==> src/rtl/genius_pkg.sv <==
// Shared colour codes and sequence-player states used by the game FSM,
// the sequence player and the LED driver.
package genius_pkg;

  typedef enum logic [1:0] {
    GREEN  = 2'b00,
    BLUE   = 2'b01,
    RED    = 2'b10,
    YELLOW = 2'b11
  } color_t;

  typedef enum logic [1:0] {
    IDLE = 2'b00,
    SHOW = 2'b01,
    GAP  = 2'b10,
    DONE = 2'b11
  } player_state_t;

endpackage

==> src/rtl/phase_timer.sv <==
// Loadable down-counter that parks at zero; zero flags the end of a phase.
module phase_timer #(
  parameter int W = 8
) (
  input  logic         clk,
  input  logic         rst_n,
  input  logic         load,
  input  logic [W-1:0] load_val,
  output logic         zero
);

  logic [W-1:0] cnt_q;

  // Load on request, otherwise count down and hold at zero.
  always_ff @(posedge clk or negedge rst_n) begin
    if (!rst_n) begin
      cnt_q <= '0;
    end else if (load) begin
      cnt_q <= load_val;
    end else if (cnt_q != '0) begin
      cnt_q <= cnt_q - W'(1);
    end
  end

  assign zero = (cnt_q == '0);

endmodule

==> src/rtl/sequence_player.sv <==
// Plays the stored colour sequence: each step is lit for ON_CYCLES and then
// blanked for GAP_CYCLES; done pulses once after the last step.
module sequence_player
  import genius_pkg::*;
#(
  parameter  int MAX_LEN    = 32,
  parameter  int ON_CYCLES  = 25000000,
  parameter  int GAP_CYCLES = 12500000,
  localparam int AW         = $clog2(MAX_LEN),
  localparam int LW         = $clog2(MAX_LEN + 1)
) (
  input  logic          clk,
  input  logic          rst_n,
  input  logic          wr_en,
  input  logic [AW-1:0] wr_addr,
  input  logic [1:0]    wr_data,
  input  logic [LW-1:0] seq_len,
  input  logic          start,
  input  logic          abort,
  output logic [1:0]    led_code,
  output logic          led_on,
  output logic          busy,
  output logic [AW-1:0] step_idx,
  output logic          done
);

  localparam int TMAX = (ON_CYCLES > GAP_CYCLES) ? ON_CYCLES : GAP_CYCLES;
  localparam int TW   = (TMAX > 1) ? $clog2(TMAX) : 1;

  player_state_t state_q, state_nx;
  logic [AW-1:0] step_q, step_nx;
  logic [LW-1:0] len_q, len_nx, len_clamp;
  logic          tmr_load, tmr_zero;
  logic [TW-1:0] tmr_val;
  color_t        mem [MAX_LEN];
  color_t        led_code_q, rd_code;
  logic          led_on_q, busy_q, done_q, wr_fire;

  phase_timer #(.W(TW)) u_timer (
    .clk      (clk),
    .rst_n    (rst_n),
    .load     (tmr_load),
    .load_val (tmr_val),
    .zero     (tmr_zero)
  );

  // Writes are only taken while not playing, so the active sequence is stable.
  assign wr_fire   = wr_en && (state_q == IDLE || state_q == DONE)
                     && (32'(wr_addr) < MAX_LEN);
  assign len_clamp = (seq_len > LW'(MAX_LEN)) ? LW'(MAX_LEN) : seq_len;
  // Forward a same-cycle write so a start alongside a write shows the new colour.
  assign rd_code   = (wr_fire && wr_addr == step_nx) ? color_t'(wr_data) : mem[step_nx];

  // Sequence memory, cleared on reset.
  always_ff @(posedge clk or negedge rst_n) begin
    if (!rst_n) begin
      for (int i = 0; i < MAX_LEN; i++) mem[i] <= GREEN;
    end else if (wr_fire) begin
      mem[wr_addr] <= color_t'(wr_data);
    end
  end

  // Next-state logic: abort overrides every transition, including start in IDLE.
  always_comb begin
    state_nx = state_q;
    step_nx  = step_q;
    len_nx   = len_q;
    tmr_load = 1'b0;
    tmr_val  = TW'(ON_CYCLES - 1);
    case (state_q)
      IDLE: begin
        if (start && !abort) begin
          len_nx  = len_clamp;
          step_nx = '0;
          if (len_clamp == '0) begin
            state_nx = DONE;
          end else begin
            state_nx = SHOW;
            tmr_load = 1'b1;
          end
        end
      end
      SHOW: begin
        if (abort) begin
          state_nx = IDLE;
        end else if (tmr_zero) begin
          state_nx = GAP;
          tmr_load = 1'b1;
          tmr_val  = TW'(GAP_CYCLES - 1);
        end
      end
      GAP: begin
        if (abort) begin
          state_nx = IDLE;
        end else if (tmr_zero) begin
          if (LW'(step_q) + LW'(1) == len_q) begin
            state_nx = DONE;
          end else begin
            state_nx = SHOW;
            step_nx  = step_q + AW'(1);
            tmr_load = 1'b1;
          end
        end
      end
      DONE:    state_nx = IDLE;
      default: state_nx = IDLE;
    endcase
  end

  // State, step bookkeeping and registered outputs derived from the next state.
  always_ff @(posedge clk or negedge rst_n) begin
    if (!rst_n) begin
      state_q    <= IDLE;
      step_q     <= '0;
      len_q      <= '0;
      led_code_q <= GREEN;
      led_on_q   <= 1'b0;
      busy_q     <= 1'b0;
      done_q     <= 1'b0;
    end else begin
      state_q  <= state_nx;
      step_q   <= step_nx;
      len_q    <= len_nx;
      led_on_q <= (state_nx == SHOW);
      busy_q   <= (state_nx == SHOW) || (state_nx == GAP);
      done_q   <= (state_nx == DONE);
      if (state_nx == SHOW) led_code_q <= rd_code;
    end
  end

  assign led_code = led_code_q;
  assign led_on   = led_on_q;
  assign busy     = busy_q;
  assign done     = done_q;
  assign step_idx = step_q;

endmodule

==> config.mk <==
export PLATFORM = sky130hd
export DESIGN_NAME = sequence_player
export DESIGN_NICKNAME = d
export VERILOG_FILES = /design/src/rtl/genius_pkg.sv /design/src/rtl/phase_timer.sv /design/src/rtl/sequence_player.sv
export SDC_FILE = /design/constraint.sdc
export NUM_CORES = 1
export LEC_CHECK = 0
export BUFFER_PORTS_ARGS = -buffer_cell sky130_fd_sc_hd__buf_2
export CORE_MARGIN = 2
export CORE_UTILIZATION = 56
export DETAILED_ROUTE_END_ITERATION = 7
export GPL_TIMING_DRIVEN = 1
export PLACE_DENSITY = 0.73
export SYNTH_ARGS = -nofsm -noshare
export SYNTH_HDL_FRONTEND = slang
export SYNTH_SLANG_ARGS = --single-unit
export TNS_END_PERCENT = 30
==> constraint.sdc <==
create_clock -name clk -period 3.3 [get_ports clk]
set_input_delay 0.66 -clock clk [delete_from_list [all_inputs] [get_ports clk]]
set_output_delay 0.66 -clock clk [all_outputs]
set_load 0.01 [all_outputs]
* After elaboration in Yosys (flattened, before gate mapping)
Index checks and enable logic that the tools add are counted.
** Word-level totals
- Register bits :: 107
- Bits of input ports :: 18
- Output and inout port bits :: 10
- Word-level logic and storage cells :: 104
** Operators by class
- Add/subtract/negate cells :: 3
- $lt $le $gt $ge :: 4
- Eq/ne operators :: 8
- Muxes and demuxes :: 34
- Bitwise operators :: 2
- Reductions and logical operators :: 13
** Operator list (number)
- two-way mux 25 bit :: 5
- bitwise mux 64 bit :: 1
- zero test 25 bit :: 1
- nonzero test 25 bit :: 1
- subtractor 25 x 1 -> 25 bit, second input constant :: 1
- two-way mux 2 bit :: 11
- two-way mux 5 bit :: 4
- greater-or-equal comparator 6 bit, second input constant :: 2
- NOT 5 -> 6 bit :: 2
- binary-select mux 2 bit (select 5 bit) :: 1
- demux 2 bit (select 5 bit) :: 1
- one-hot mux 5 bit (2 select lines) :: 1
- equality test 2 bit, second input constant :: 4
- one-hot mux 2 bit (4 select lines) :: 1
- two-way mux 1 bit :: 7
- adder 5 x 1 -> 6 bit, second input constant :: 1
- equality test 6 bit :: 1
- > comparator 6 bit, second input constant :: 1
- zero test 6 bit :: 1
- less-than comparator 6 x 1 -> 1 bit, second input constant :: 1
- two-way mux 6 bit :: 1
- adder 5 x 1 -> 5 bit, second input constant :: 1
- equality test 5 bit :: 1
- equality test 2 x 1 -> 1 bit, second input constant :: 2
- 7 further kinds :: 11

* Logic depth before layout (Yosys ltp)
Gate-level depths: netlist (run 1).
- Depth in word-level cells :: 11
- Depth in mapped cells :: 18
- Gate-level depth less buffers :: 14

* By module
From an unflattened synthesis (run 1), not the netlist that was laid out.
** Second synthesis, totals
- Cells, all modules :: 575
- Area total of the unflattened synthesis :: 6190.9 um^2
** By module, submodules not included
- sequence_player :: instances 1, cells an instance 423, area an instance 4713.3 um^2, sequential area each 2052.0 um^2
- phase_timer :: instances 1, cells an instance 152, area an instance 1477.7 um^2, sequential area each 625.6 um^2

* Least setup slack after synthesis (run 1)
OpenSTA, ideal clock, no wires.
- Kind :: reg-to-reg
- Start point :: register u_timer.cnt_q[10]
- End point :: register led_code_q[0], in the netlist led_code[0]
- Setup time :: 0.125 ns
- Arrival :: 3.083 ns
- Setup slack :: 0.092 ns
- Cell stages (with the launch flop) :: 12
- Path buffers :: 2
- Period minus slack after synthesis :: 3.208 ns
- Cells stage by stage :: dfrtp_1 or4_4 buf_6 nor4_4 nand2_1 or3_1 clkbuf_1 a211o_1 mux2_2 ha_1 a31oi_1 o21ai_1
** On the way
- Cells in the longest elaborated chain, start to end :: 9
** Ends and longest elaborated chain
- start: declaration :: RTL line phase_timer.sv:12 : logic [W-1:0] cnt_q;
- start signal: assignment :: RTL line phase_timer.sv:19 : cnt_q <= load_val;
- start signal: assignment :: RTL line phase_timer.sv:21 : cnt_q <= cnt_q - W'(1);
- zero test 25 bit (*) :: RTL line phase_timer.sv:25 : assign zero = (cnt_q == '0);
- two-way mux 5 bit :: RTL line sequence_player.sv:95 : end else if (tmr_zero) begin
- two-way mux 5 bit :: RTL line sequence_player.sv:93 : if (abort) begin
- one-hot mux 5 bit (2 select lines) :: RTL line sequence_player.sv:70 : case (state_q)
- NOT 5 -> 6 bit (not written as such) :: RTL line sequence_player.sv:52 : assign rd_code = (wr_fire && wr_addr == step_nx) ? color_t'(wr_data) : mem[step_nx];
- binary-select mux 2 bit (select 5 bit) :: RTL line sequence_player.sv:52
- two-way mux 2 bit (not written as such) (2 in series) :: RTL line sequence_player.sv:52
- two-way mux 2 bit :: RTL line sequence_player.sv:52
- end signal: assignment :: RTL line sequence_player.sv:127 : if (state_nx == SHOW) led_code_q <= rd_code;
- end: declaration :: RTL line sequence_player.sv:36 : color_t led_code_q, rd_code;
Mark *: on every way between the ends. The rest lies on a longest branch, timed or not. The select of a mux whose other input is x is not followed.
A chain may end at the register's enable or synchronous reset.

* Worst setup path in the final report (run 1)
- Start point :: register u_timer.cnt_q[17]
- End point :: register led_code_q[0], in the netlist led_code[0]
** On the way
- Cells in the longest elaborated chain, start to end :: 9
** Ends and longest elaborated chain
- zero test 25 bit (*) :: RTL line phase_timer.sv:25
- two-way mux 5 bit (*) :: RTL line sequence_player.sv:95
- two-way mux 5 bit (*) :: RTL line sequence_player.sv:93
- one-hot mux 5 bit (2 select lines) (*) :: RTL line sequence_player.sv:70
- via step_nx[4] :: RTL line sequence_player.sv:31 : logic [AW-1:0] step_q, step_nx;
- NOT 5 -> 6 bit (not written as such) :: RTL line sequence_player.sv:52
- binary-select mux 2 bit (select 5 bit) :: RTL line sequence_player.sv:52
- two-way mux 2 bit (not written as such) (2 in series) :: RTL line sequence_player.sv:52
- two-way mux 2 bit (*) :: RTL line sequence_player.sv:52
The timed path passes the listed nets; every way through them passes the cells marked *. The select of a mux whose other input is x is not followed.

==> run metrics, run 1 <==
status complete, no violations; Placeable Area 10300 um^2; worst skew pair latency 390 ps; part of the Yosys area used for sequential elements 0.454; Residual DRC 0; first-iteration detailed-routing DRC count 340; Root Driver clkbuf_8; post-synthesis adder-cell area fraction 0.0191; TritonCTS clock tree built; first-pass GRT wire length 22700 um; initial antenna violation count 0; commonest non-fill, non-tap cell in the layout dfrtp_1; Rows 37; xor/xnor share of the synthesized area 0.0445; area share of the largest cell type after synthesis 0.454; Pwr Density 530 nW/um^2; Layout area overhead 14.7%; Synthesized Nets 590; Setup CP Type reg2reg; Post-Route Skew 14.0 ps; Setup crit end kind flop; Die H 107 um; DR vias/cell 5.96; Max FO, Critical Path 6; FMAX 0.306 GHz; WL final 14000 um; Routed Antenna Nets 0; P_leak 0.00308 uW; Cell Area, Synth 5900 um^2; fin crit share 0.991; Final setup viols 0; vias 4569; largest family of logic cells by synthesized area simple AND/OR/NAND/NOR gates; # clock sinks 107; max-cap violation count 0; fraction of layout cells with a size suffix above 1 0.306; Overflow after GRT 0; Hold Fails Final Rpt 0; CP arrival 3550 ps; Max Buffers Root-to-Sink 2; Setup WS post-layout 31.0 ps; Mapped Cells 563; Yosys warnings 0; post-synthesis compound-gate area fraction 0.0880; # hold bufs at CTS 0; largest net degree at the start of global routing 57; IO Count 28; final net count 654; Hold Path Class in2async; DR WL/cell 18.2 um; mux contribution to synthesized area 0.178; total track usage 0.254; simple-gate area share of the yosys netlist 0.185; share of synthesized flip-flops with an asynchronous set or reset 1.00; distinct cell type count after synthesis 69; most frequent cells in the layout dfrtp_1, nand2_1, mux2_2; Final min period 3270 ps; Die Wd 107 um; Main synth FF type dfrtp_1; TritonCTS buffer count 9; # diodes 0; first-pass detailed-route iteration total 4; Worst slew margin 0.521; Post-Syn Area per Cell 10.5 um^2; Final Max Slew Viols 0; vias in the first global route 4528; worst slew pin tran 718 ps; worst slack, placed -28.9 ps; initial core utilization 0.574; total power draw 3590 uW; Post-DP HPWL 9720 um; number of port buffers 27; Crit path required time 3580 ps; H-tree lvl count 3; leading area contributor after synthesis dfrtp_1; synthesis-stage register bit count 107; number of synthesized flops with an enable pin 0; routability cong. 0.982; IR Drop Worst-Case VDD 0.000323 V; Reg clk slew, reported paths 90 ps; CP Launch Type flop; top cells by area, synth dfrtp_1, mux2_2, nand2_1; die footprint 11400 um^2
[final cells by class]
cell class / count / area (um^2)
Clock buffer: 11 / 141
Sequential cell: 107 / 2680
Multi-Input combinational cell: 423 / 3160
Clock inverter: 4 / 27.5
Timing Repair Buffer: 76 / 547
Tap cell: 136 / 170
Inverter: 10 / 45.0
Fill cell: 819 / 3510
[per-layer routing]
layer	GRT usage	share of wire	vias to the layer above
met5	0	0	-
met4	0.0779	0.025	0
met3	0.0638	0.052	38
met2	0.424	0.49	128
met1	0.327	0.44	2269
li1	-	-	2134
[repair_timing]
action,CTS,global route
gates resized for setup,2,23
buffers inserted,0,18
cloned,0,1
pin swaps,0,12
endpoints found under the hold margin,0,0
endpoints found under the setup margin,2,2
[state kept, by name, summed over array words and instances, names as in the netlist]
signal	flops
busy	1
done	1
led_code	2
led_on	1
len_q	6
mem	64
state_q	2
step_idx	5
u_timer.cnt_q	25
[per-stage QoR]
stage / TNS [ps] / area, um^2 / hold WS [ps] / std cells / utilization
finish: 0 / 6770 / 321 / 767 / 0.659
global route: -87.6 / 6770 / 374 / 767 / 0.659
CTS: 0 / 6500 / 342 / 748 / 0.633
detailed placement: -45.7 / 6330 / 492 / 733 / 0.616
global placement: 0 / 6330 / 482 / 733 / 0.616
floorplan: 0 / 5900 / 364 / 563 / -
[synthesized netlist by cell type, types with 9 or more instances]
cell type / count
o21ai_0: 22
dfrtp_1: 107
xor2_1: 9
clkbuf_1: 15
nor3_1: 15
a21oi_1: 12
mux2_2: 69
nand2_1: 71
ha_1: 9
mux2i_1: 23
nand3_1: 16
nor2_1: 37
xnor2_1: 21
[path summary, 6_finish.rpt]
| path | start | to | slack, ps | cells past startpoint |
|---|---|---|---|---|
| max reg2reg | u_timer.cnt_q[17]$_DFFE_PN0P_ | led_code[0]$_DFFE_PN0P_ | 30 | 13 |
| max | u_timer.cnt_q[17]$_DFFE_PN0P_ | led_code[0]$_DFFE_PN0P_ | 30 | 13 |
| min in group clk | mem[53]$_DFFE_PN0P_ | mem[53]$_DFFE_PN0P_ | 510 | 1 |
| min reg2reg | mem[53]$_DFFE_PN0P_ | mem[53]$_DFFE_PN0P_ | 510 | 1 |
| max in group asynchronous | rst_n | u_timer.cnt_q[2]$_DFFE_PN0P_ | 2270 | 2 |
| min | rst_n | mem[63]$_DFFE_PN0P_ | 320 | 1 |
[power by group]
group	total, uW	internal [uW]	switching [uW]
registers	1880	1640	236
logic	973	500	474
clock network	733	290	444
[worst max-delay path, stage by stage (launching register included)]
cell and delay [ps]:
dfrtp_1 410, or4_4 560, nor4_4 270, buf_4 190, nand4_1 130, buf_4 160
a221oi_2 210, o211a_1 260, inv_2 110, o21ai_2 150, o22ai_1 150, a221o_1 310
o22ai_1 140, o21ai_1 90
[kinds of logic after synthesis]
| family | after synthesis |
|---|---|
| AND/OR/NAND/NOR | 210 |
| flip-flops | 107 |
| multiplexers | 95 |
| AO/OA/AOI/OAI | 78 |
| buffers and inverters | 34 |
| XOR/XNOR | 30 |
| adder cells (fa/ha/maj) | 9 |
(Power assumes the default switching activity.)
==> run 2: changes to the inputs <==
- CORE_MARGIN: 2 -> 5
- GPL_TIMING_DRIVEN: 1 -> 0
==> run 2 against run 1 <==
Compared with the run above:
- largest power group unchanged
- wire length up 3.6%
- via count rose by 2.1%
- clock power increased by 12%
- core utilization up 0.53 points
- register-to-register slack got worse by 50 ps
- the flow now finishes with violations (setup timing)
- sequential power barely moved
- first-iteration DRC count is 34% higher
- design area increased by 1.3%
- sequential cell count did not move
- non-clock buffer count fell by 1
- die area increased by 12%
==> run metrics, run 2 (synthesized netlist as in run 1, its figures left out) <==
Final min period 3320 ps (+54.1 ps); critical path, cell by cell or4_4, nor4_4, and4_1, buf_6, nand3b_4, mux2i_4, buf_12, buf_8, nor2_4, a211oi_2, o22ai_1, a221o_1, o22ai_2, o21ai_1; Die H 113 um (+5.6%); Crit path required time 3580 ps (about the same); Rows 37 (unchanged); flip-flop count of the largest register after layout 64 (unchanged); failing checks setup timing; max incr delay on CP 540 ps (-20 ps); Routed Antenna Nets 0 (unchanged); initial antenna violation count 0 (unchanged); Layout area overhead 16.1%; Max FO, Critical Path 4 (-2); status complete, but fails checks; TritonCTS clock tree built; IR Drop Worst-Case VDD 0.000392 V (+22%); fin crit share 1.01 (+0.0164); reg-to-reg endpoint led_code[0]$_DFFE_PN0P_; WL final 14500 um (+3.6%); CP top delay family simple AND/OR/NAND/NOR gates; worst skew pair latency 390 ps (about the same); RSZ-0062 raised after global routing true; first-pass GRT wire length 24200 um (+6.6%); Overflow after GRT 0 (unchanged); Setup CP Type reg2reg; Post-DP HPWL 9960 um (+2.5%); DR vias/cell 6.08 (+2.1%); Max Buffers Root-to-Sink 2 (unchanged); routability cong. 0.942 (-4.1%); CP max-delay cell or4_4; R2R setup slack -20 ps (-50 ps); # diodes 0 (unchanged); Die Wd 113 um (+5.6%); CP Launch Type flop; area post-placement 6220 um^2 (-1.8%); total track usage 0.239 (-0.0153); Post-Route Skew 7.24 ps (-6.78 ps); commonest non-fill, non-tap cell in the layout dfrtp_1; first-iteration detailed-routing DRC count 456 (+34%); worst-case reg-to-reg path depth 14 (+1); Buf/Inv on CP 3 (unchanged); final net count 653 (-0.15%); largest registers mem (64), u_timer.cnt_q (25), len_q (6); # hold bufs at CTS 0 (unchanged); Worst slew margin 0.572 (+0.0505); worst slew pin tran 638 ps (-80.7 ps); max-cap violation count 0 (unchanged); die footprint 12700 um^2 (+12%); vias in the first global route 4716 (+4.2%); # clock sinks 107 (unchanged); most frequent cells in the layout dfrtp_1, nand2_1, mux2_2; DR WL/cell 18.9 um (+3.6%); vias 4663 (+2.1%); Hold Fails Final Rpt 0 (unchanged); Root Driver clkbuf_8; Pwr Density 538 nW/um^2 (+1.5%); largest net degree at the start of global routing 66 (+16%); Placeable Area 10300 um^2 (+0.45%); design area 6850 um^2 (+1.3%); worst r2r src u_timer.cnt_q[14]$_DFFE_PN0P_; TritonCTS buffer count 9 (unchanged); Setup WS post-layout -23.1 ps (-54.1 ps); Final Max Slew Viols 0 (unchanged); first-pass detailed-route iteration total 6 (+2); FMAX 0.301 GHz (-1.6%); Reg clk slew, reported paths 100 ps (about the same); CP arrival 3600 ps (+50 ps); number of port buffers 23 (-15%); Setup crit end kind flop; Residual DRC 0 (unchanged); initial core utilization 0.572 (-0.00258); Hold Path Class in2async; H-tree lvl count 3 (unchanged); fillers 758 (-7.4%); fraction of layout cells with a size suffix above 1 0.298 (-0.00792); worst slack, placed -417 ps (-388 ps); P_leak 0.00305 uW (-1.1%); register name with the most flops mem; IO Count 28 (unchanged); Final setup viols 2 (+2)
-- run 2: cell count changes in the layout (fill, tap and decap cells not counted), sizes merged --
cell / delta
buf: -14
bufinv: +1
clkbuf: +12
clkinvlp: -1
inv: +2
-- run 2: area by class of cell --
type                    count  area [um^2]  share of cell area
multi-input cells         423         3230               0.471
inverters                  10         47.5             0.00694
repair buffers             54          395              0.0577
plain buffers              21          134              0.0195
clock inverters             6         71.3              0.0104
well taps                 136          170              0.0248
clock buffers              10          128              0.0186
flip-flops and latches    107         2680               0.391
-- run 2: metrics by stage --
step	total power, uW	instances	util	hold WS [ps]	setup TNS [ps]
after global routing	3900	767	0.664	279	-375
after floorplan	2490	563	-	364	0
after global placement	2720	722	0.599	484	-604
after CTS	3680	767	0.660	252	-57.2
final	3690	767	0.664	248	-44.7
after detailed placement	2780	723	0.602	488	-835
-- run 2: repair_timing --
item                       in CTS  in global routing
pin swaps                      18                  1
setup endpoints to repair       4                  2
resized for setup              41                  7
cloned                          2                  0
hold endpoints to repair        0                  0
buffers inserted               29                  0
-- run 2: worst max-delay path by stage --
stage | cells after the start | startpoint | slack (ps) | end
after global routing | 12 | u_timer.cnt_q[14]$_DFFE_PN0P_ | -190 | led_code[0]$_DFFE_PN0P_
after detailed placement | 14 | u_timer.cnt_q[10]$_DFFE_PN0P_ | -420 | led_code[1]$_DFFE_PN0P_
after floorplan | 11 | u_timer.cnt_q[10]$_DFFE_PN0P_ | 90 | led_code[0]$_DFFE_PN0P_
after CTS | 15 | u_timer.cnt_q[14]$_DFFE_PN0P_ | -30 | led_code[1]$_DFFE_PN0P_
final | 14 | u_timer.cnt_q[14]$_DFFE_PN0P_ | -20 | led_code[0]$_DFFE_PN0P_
after global placement | 14 | u_timer.cnt_q[10]$_DFFE_PN0P_ | -300 | led_code[1]$_DFFE_PN0P_
-- run 2: where the power goes --
group	switching, uW	internal, uW	total [uW]
clock	463	358	821
sequential	235	1640	1880
combinational	493	493	987
total	1190	2500	3690
-- run 2: per-layer routing --
layer | vias up | track usage | wire [um]
met3 | 32 | 0.0620 | 890
met5 | - | 0 | 0
met2 | 165 | 0.403 | 7360
met1 | 2332 | 0.302 | 5900
met4 | 0 | 0.0697 | 346
li1 | 2134 | - | -
